### config.mk
export PLATFORM = sky130hd
export DESIGN_NAME = exc_pc_ctrl
export DESIGN_NICKNAME = d
export VERILOG_FILES = /design/src/rtl/exc_pc_ctrl.sv
export SDC_FILE = /design/constraint.sdc
export NUM_CORES = 1
export LEC_CHECK = 0
export CORE_AREA = 5 5 113 115
export CTS_BUF_LIST = sky130_fd_sc_hd__clkbuf_4 sky130_fd_sc_hd__clkbuf_8 sky130_fd_sc_hd__clkbuf_16
export CTS_CLUSTER_SIZE = 12
export DETAILED_ROUTE_END_ITERATION = 10
export DIE_AREA = 0 0 118 120
export PLACE_DENSITY_LB_ADDON = 0.08
export SKIP_CTS_REPAIR_TIMING = 1
export SLEW_MARGIN = 0
export SYNTH_ARGS = -nofsm -noshare
export SYNTH_HDL_FRONTEND = slang
export SYNTH_SLANG_ARGS = --single-unit
### constraint.sdc
create_clock -name i_clk -period 3 [get_ports i_clk]
set_clock_uncertainty 0.1 [all_clocks]
set_input_delay 0.3 -clock i_clk [delete_from_list [all_inputs] [get_ports i_clk]]
set_output_delay 0.3 -clock i_clk [all_outputs]
set_load 0.005 [all_outputs]
### src/rtl/exc_pc_ctrl.sv
// Exception/return controller for the unpipelined core: EPC/CAUSE/STATUS, RUN/HANDLER FSM, next-PC select.
// Optional macro VECTORED_EXC_EN: handler address = HANDLER_ADDR + (ExcCode << 4) instead of a single entry.
module exc_pc_ctrl #(
    parameter logic [31:0] HANDLER_ADDR = 32'h0000_0080,
    parameter int          NUM_IRQ      = 4
) (
    input  logic               i_clk,
    input  logic               i_rst,
    input  logic [31:0]        i_fetch_pc,
    input  logic [31:0]        i_fetch_instr,
    input  logic               i_branch_taken,
    input  logic [31:0]        i_branch_target,
    input  logic               i_ovf,
    input  logic [NUM_IRQ-1:0] i_irq,
    input  logic               i_status_we,
    input  logic [31:0]        i_status_wdata,
    output logic [1:0]         o_pcsrc,
    output logic [31:0]        o_execute,
    output logic [31:0]        o_epc,
    output logic [31:0]        o_error_handler,
    output logic [31:0]        o_cause,
    output logic [31:0]        o_status,
    output logic               o_in_handler
);

    typedef enum logic {
        ST_RUN,
        ST_HANDLER
    } state_t;

    localparam logic [4:0]  EXC_INT  = 5'd0;
    localparam logic [4:0]  EXC_SYS  = 5'd8;
    localparam logic [4:0]  EXC_OVF  = 5'd12;
    localparam logic [31:0] ERET_OP  = 32'h4200_0018;

    state_t             state_q, state_d;
    logic [31:0]        epc_q;
    logic [4:0]         exc_code_q;
    logic               ie_q;
    logic               exl_q;
    logic [7:0]         im_q;
    logic [NUM_IRQ-1:0] irq_q;

    logic       is_syscall;
    logic       is_eret;
    logic       in_handler;
    logic       irq_pending;
    logic       irq_take;
    logic       take_exc;
    logic       eret_return;
    logic [4:0] exc_code_now;

    logic unused_wdata;
    assign unused_wdata = ^{i_status_wdata[31:16], i_status_wdata[7:1]};

    assign is_syscall  = (i_fetch_instr[31:26] == 6'd0) && (i_fetch_instr[5:0] == 6'h0C);
    assign is_eret     = (i_fetch_instr == ERET_OP);
    assign in_handler  = (state_q == ST_HANDLER);

    // Interrupts are level-held: a blocked cycle simply leaves them pending for the next one.
    assign irq_pending = (|(irq_q & im_q[NUM_IRQ-1:0])) & ie_q & ~in_handler;
    assign irq_take    = irq_pending & ~is_eret & ~i_branch_taken & ~i_ovf & ~is_syscall;
    assign take_exc    = i_ovf | is_syscall | irq_take;
    assign eret_return = is_eret & in_handler & ~i_ovf & ~is_syscall;

    always_comb begin
        exc_code_now = EXC_INT;
        if (i_ovf) begin
            exc_code_now = EXC_OVF;
        end else if (is_syscall) begin
            exc_code_now = EXC_SYS;
        end
    end

    always_comb begin
        state_d = state_q;
        o_pcsrc = 2'b00;
        if (take_exc) begin
            o_pcsrc = 2'b11;
            state_d = ST_HANDLER;
        end else if (eret_return) begin
            o_pcsrc = 2'b10;
            state_d = ST_RUN;
        end else if (i_branch_taken) begin
            o_pcsrc = 2'b01;
        end
    end

`ifdef VECTORED_EXC_EN
    assign o_error_handler = HANDLER_ADDR + ({27'd0, exc_code_now} << 4);
`else
    assign o_error_handler = HANDLER_ADDR;
`endif

    // A nested exception in HANDLER refreshes the cause but keeps the original return address.
    always_ff @(posedge i_clk) begin
        if (i_rst) begin
            state_q    <= ST_RUN;
            epc_q      <= '0;
            exc_code_q <= '0;
            ie_q       <= 1'b0;
            exl_q      <= 1'b0;
            im_q       <= '0;
            irq_q      <= '0;
        end else begin
            state_q <= state_d;
            irq_q   <= i_irq;
            if (take_exc) begin
                exc_code_q <= exc_code_now;
                exl_q      <= 1'b1;
                if (!in_handler) begin
                    epc_q <= i_fetch_pc;
                end
            end else if (eret_return) begin
                exl_q <= 1'b0;
            end
            if (i_status_we) begin
                ie_q <= i_status_wdata[0];
                im_q <= i_status_wdata[15:8];
            end
        end
    end

    always_comb begin
        o_cause                  = '0;
        o_cause[6:2]             = exc_code_q;
        o_cause[8 +: NUM_IRQ]    = irq_q;
    end

    assign o_status     = {16'd0, im_q, 6'd0, exl_q, ie_q};
    assign o_epc        = epc_q;
    assign o_execute    = i_branch_target;
    assign o_in_handler = in_handler;

endmodule

# Yosys cells after proc, flatten, opt, wreduce, memory -nomap -nowiden
# Cells that the tools add are included.
# word_totals
register_bits	51
in_bits	137
out_inout_bits	163
# op_classes
n_eq_ne	2
mux	7
bitwise	17
reduce_logical	5
# op_table
operator	count
equality test 32 x 31 -> 1 bit (second input constant)	1
AND 1 bit	9
equality test 6 x 4 -> 1 bit (second input constant)	1
logical NOT 6 bit	1
2-to-1 mux 5 bit	1
NOT 1 bit	5
AND 4 bit	1
2-to-1 mux 2 bit	2
2-to-1 mux 4 bit	1
OR reduction 4 bit	1
2-to-1 mux 1 bit	3
OR 1 bit	2
AND reduction 2 bit	1
nonzero test 2 bit	1
logical AND 1 bit	1

# Logic depth before layout (Yosys ltp)
# depth
depth_word	10
depth_mapped	6
depth_no_buf	5

# Worst setup path before layout
# No wires, ideal clock.
# synth_path
path_kind	in2out
startpoint	in i_fetch_instr[23]
endpoint	out o_pcsrc[0]
arrival_ns	1.464
required_time_ns	2.600
slack_ns	1.136
stages	5
path_buffers	0
cell_sequence	nor4bb_1 nand4_1 o31ai_4 and2_1 a21bo_1
# synth_between
elab_chain_cells	8
word_cells_on_any_way	12
cone_classes	eq/ne (1); mux (2); bitwise (9)
# synth_lines
item	line	rtl
start: declaration	10	input logic [31:0] i_fetch_instr,
equality test 32 x 31 -> 1 bit *	57	assign is_eret = (i_fetch_instr == ERET_OP);
NOT 1 bit	62	assign irq_take = irq_pending & ~is_eret & ~i_branch_taken & ~i_ovf & ~is_syscall;
AND 1 bit (4 in a row)	62	
OR 1 bit	63	assign take_exc = i_ovf | is_syscall | irq_take;
2-to-1 mux 2 bit *	78	if (take_exc) begin
end: declaration	17	output logic [1:0] o_pcsrc,
# Mark *: on every way between the ends. The rest lies on a longest branch, timed or not.

# Final worst setup path
# layout_path
startpoint	in i_fetch_instr[25]
endpoint	out o_pcsrc[0]
# The elaborated chain is that of the path after synthesis.

==> metrics.md <==
| Metric | Value |
|---|---|
| Worst r2r dst | o_epc[22] |
| Core Area | roughly 0.012 mm² |
| Vias/cell | around 3.7 |
| Initial Utilization | 0.258 |
| Clock sinks | 48 |
| Seq/Total Area, Yosys | 0.318 |
| Crit-path cells | clkdlybuf4s50_1 -> nor4bb_1 -> nand4_1 -> o31ai_4 -> and2_1 -> a21bo_1 -> clkdlybuf4s50_1 |
| Root buf cell | clkbuf_16 |
| Crit start category | input port |
| Relative slew margins | 0.406 |
| Pwr dens | 419 mW/mm² |
| Skew-Pair Late Insertion Delay | ~280 ps |
| Status | complete, no violations |
| Cell at the slowest stage of the critical path | clkdlybuf4s50_1 |
| RR Startpoint | im_q[0] |
| Largest net degree at the start of global routing | roughly 70 |
| HP Start | exc_code_q[3] |
| Worst Path Required | roughly 2600 ps |
| Data arrival, critical path | around 2400 ps |
| Synth-to-layout area growth | 35.8% |
| TritonRoute pass-1 iters | 4 |
| Initial antenna violation count | 0 |
| Drt total wl | 7.35 mm |
| Total Routing Usage GR | 0.0960 |
| Final slew viol count | 0 |
| Die Height | about 120 µm |
| Maxcap violations | 0 |
| Crit path top cell by count | clkdlybuf4s50_1 |
| Std cell rows | 40 |
| H-tree Lvls | 2 |
| Hold Crit Class | reg -> reg |
| Tcrit/Tclk final | 0.921 |
| FF-to-FF path depth | 7 |
| Die area | approximately 0.014 mm² |
| CTS Buf Count | 5 |
| Max clock buf depth | 2 |
| CP Max Fanout | 3 |
| Hold EP | exc_code_q[3] |
| Layout cells sized above 1 | 0.0450 |
| # diodes | 0 |
| Slew of the pin with the lowest slew margin | around 890 ps |
| Final min period | about 2800 ps |
| Vias in the first global route | slightly above 2000 |
| Final setup fails | 0 |
| Dpl cell area | ~0.0039 mm² |
| Antenna Nets Post-Route | 0 |
| Routability cong. | about 0.64 |
| Layout net count | 558 |
| Min-Delay Path Depth | 2 |
| Post-route cell area | roughly 0.004 mm² |
| DR DRC count | 0 |
| Fmax | ~360 MHz |
| DP Wirelength | 5.84 mm |
| Fin Hold WS | 353 ps |
| Wire per inst | 12.9 µm |
| I/O Buffers | 132 |
| Post-synthesis area per instance | a little over 9 µm² |
| Synth Warn # | 0 |
| RSZ-0062 raised after global routing | no |
| Footprint of the multi-input gates | 0.00143 mm² |
| Top Ports | 300 |
| Fin. Hold Viols | 0 |
| TritonCTS clock tree | yes |
| Netlist Area Pre-Place | between 0.003 and 0.004 mm² |
| Chip width | between 100 and 150 µm |
| Fill cells | ~1200 |
| Sum of negative setup slack | 0 ps |
| Register area | approximately 960 µm² |
| Synthesized netlist cell count | around 330 |
| Via count | approximately 2100 |
| Initial drt markers | between 80 and 90 |
| Worst Path Buf+Inv | 2 |
| Synth cell types | 28 |
| First-pass GRT wire length | around 11 mm |
| Grt total ovfl | 0 |
| P_leak | approximately 1.7 nW |
| Worst R2R Setup Slack | about 760 ps |
| Synthesized flop and latch total | 48 |
| Setup crit end kind | output port |
| Core occupancy in the finished layout | 0.350 |
| Critical path class | in -> out |
| Final total power | around 1.7 mW |
| Peak VDD IR | around 210 µV |
| Reg clk slew, reported paths | ~70 ps |
| CP max stage delay | 450 ps |
| Cell family with most CP delay | buffers and inverters |
==> metrics by stage <==
step,std cells,setup slack [ps]
after floorplan,404,1140
after global routing,569,62.2
after detailed placement,561,212
final,569,238
after CTS,569,202
after global placement,561,190
==> cells by family after synthesis <==
| logic type | after synthesis | share of synthesized area |
|---|---|---|
| buffers and inverters | 127 | 0.307 |
| and+or+nand+nor | 98 | 0.200 |
| DFF | 48 | 0.318 |
| muxes | 41 | 0.136 |
| AOI/OAI and AO/OA | 10 | 0.0373 |
| other | 2 | 0.00249 |
==> cells in the mapped netlist <==
master,n,share of area
buf_4,114,0.28
nand2b_1,65,0.13
dfxtp_1,48,0.32
mux2i_1,41,0.14
nor2_1,12,0.015
clkbuf_1,9,0.011
nand2_1,4,0.0050
nor2b_1,4,0.0083
buf_6,3,0.011
nor4_1,3,0.0062
a21oi_1,2,0.0033
a22oi_1,2,0.0050
a31oi_1,2,0.0041
conb_1,2,0.0025
nor3_1,2,0.0033
a2111oi_4,1,0.0091
a21bo_1,1,0.0033
a21oi_4,1,0.0054
and2_1,1,0.0021
and3_1,1,0.0021
inv_1,1,0.0012
nand3_2,1,0.0033
nand4_1,1,0.0021
nor3b_1,1,0.0025
nor4_4,1,0.0070
nor4b_2,1,0.0050
nor4bb_1,1,0.0033
o31ai_4,1,0.0070
==> cells in the final DEF (no fill, tap or decap), drive strengths merged <==
cell type and instances:
and2 1, a2111oi 1, nor3b 1, bufinv 1, nand2 4, dfxtp 48
nor4b 1, nand4 1, nor2b 4, a22oi 2, a31oi 2, a21bo 1
conb 80, inv 1, mux2i 41, nor4bb 1, nand3 1, a21oi 3
nor4 4, buf 5, and3 1, clkbuf 7, clkdlybuf4s50 131, o31ai 1
nor3 2, nand2b 65, nor2 12
==> power by group <==
group	internal (mW)	switching (mW)	leakage, nW
clock	0.439	0.236	0.0901
combinational	0.220	0.124	1.18
sequential	0.679	0.0247	0.396
total	1.34	0.384	1.67
==> worst reg2reg max path, delay by kind of cell (launching register included) <==
| kind | cells | cell delay [ps] |
|---|---|---|
| mux | 1 | 290 |
| flops | 1 | 350 |
| buf+inv | 2 | 660 |
| compound gates | 4 | 780 |
==> layout make-up <==
cell class                      count  share of cell area
Sequential cell                    48               0.234
Clock buffer                        7              0.0372
Multi-Input combinational cell    229               0.348
Timing Repair Buffer              136               0.328
Clock inverter                      1             0.00732
Tap cell                          147              0.0448
Inverter                            1            0.000915
==> layer usage <==
layer / part of all wire / global-route usage
met4: 0.022 / 0.0344
met2: 0.46 / 0.155
met3: 0.14 / 0.0570
met5: 0 / 0
met1: 0.38 / 0.104
==> sequential cells by signal (all words and copies together) (netlist names) <==
name	count
o_epc	32
im_q	8
irq_q	4
exc_code_q	2
exl_q	1
ie_q	1
==> how the worst max path moves through the flow <==
| stage | startpoint | end | slack (ps) | depth (start not counted) |
|---|---|---|---|---|
| 2_1_floorplan | i_fetch_instr[23] | o_pcsrc[0] | 1140 | 5 |
| 3_3_place_gp | i_fetch_instr[3] | o_pcsrc[0] | 190 | 7 |
| 3_5_place_dp | i_fetch_instr[3] | o_pcsrc[0] | 210 | 7 |
| 4_1_cts | i_fetch_instr[3] | o_pcsrc[0] | 200 | 7 |
| 5_1_grt | i_fetch_instr[3] | o_pcsrc[0] | 60 | 7 |
| 6_report | i_fetch_instr[25] | o_pcsrc[0] | 240 | 7 |
No activity file was read; power rests on OpenSTA's default activity.
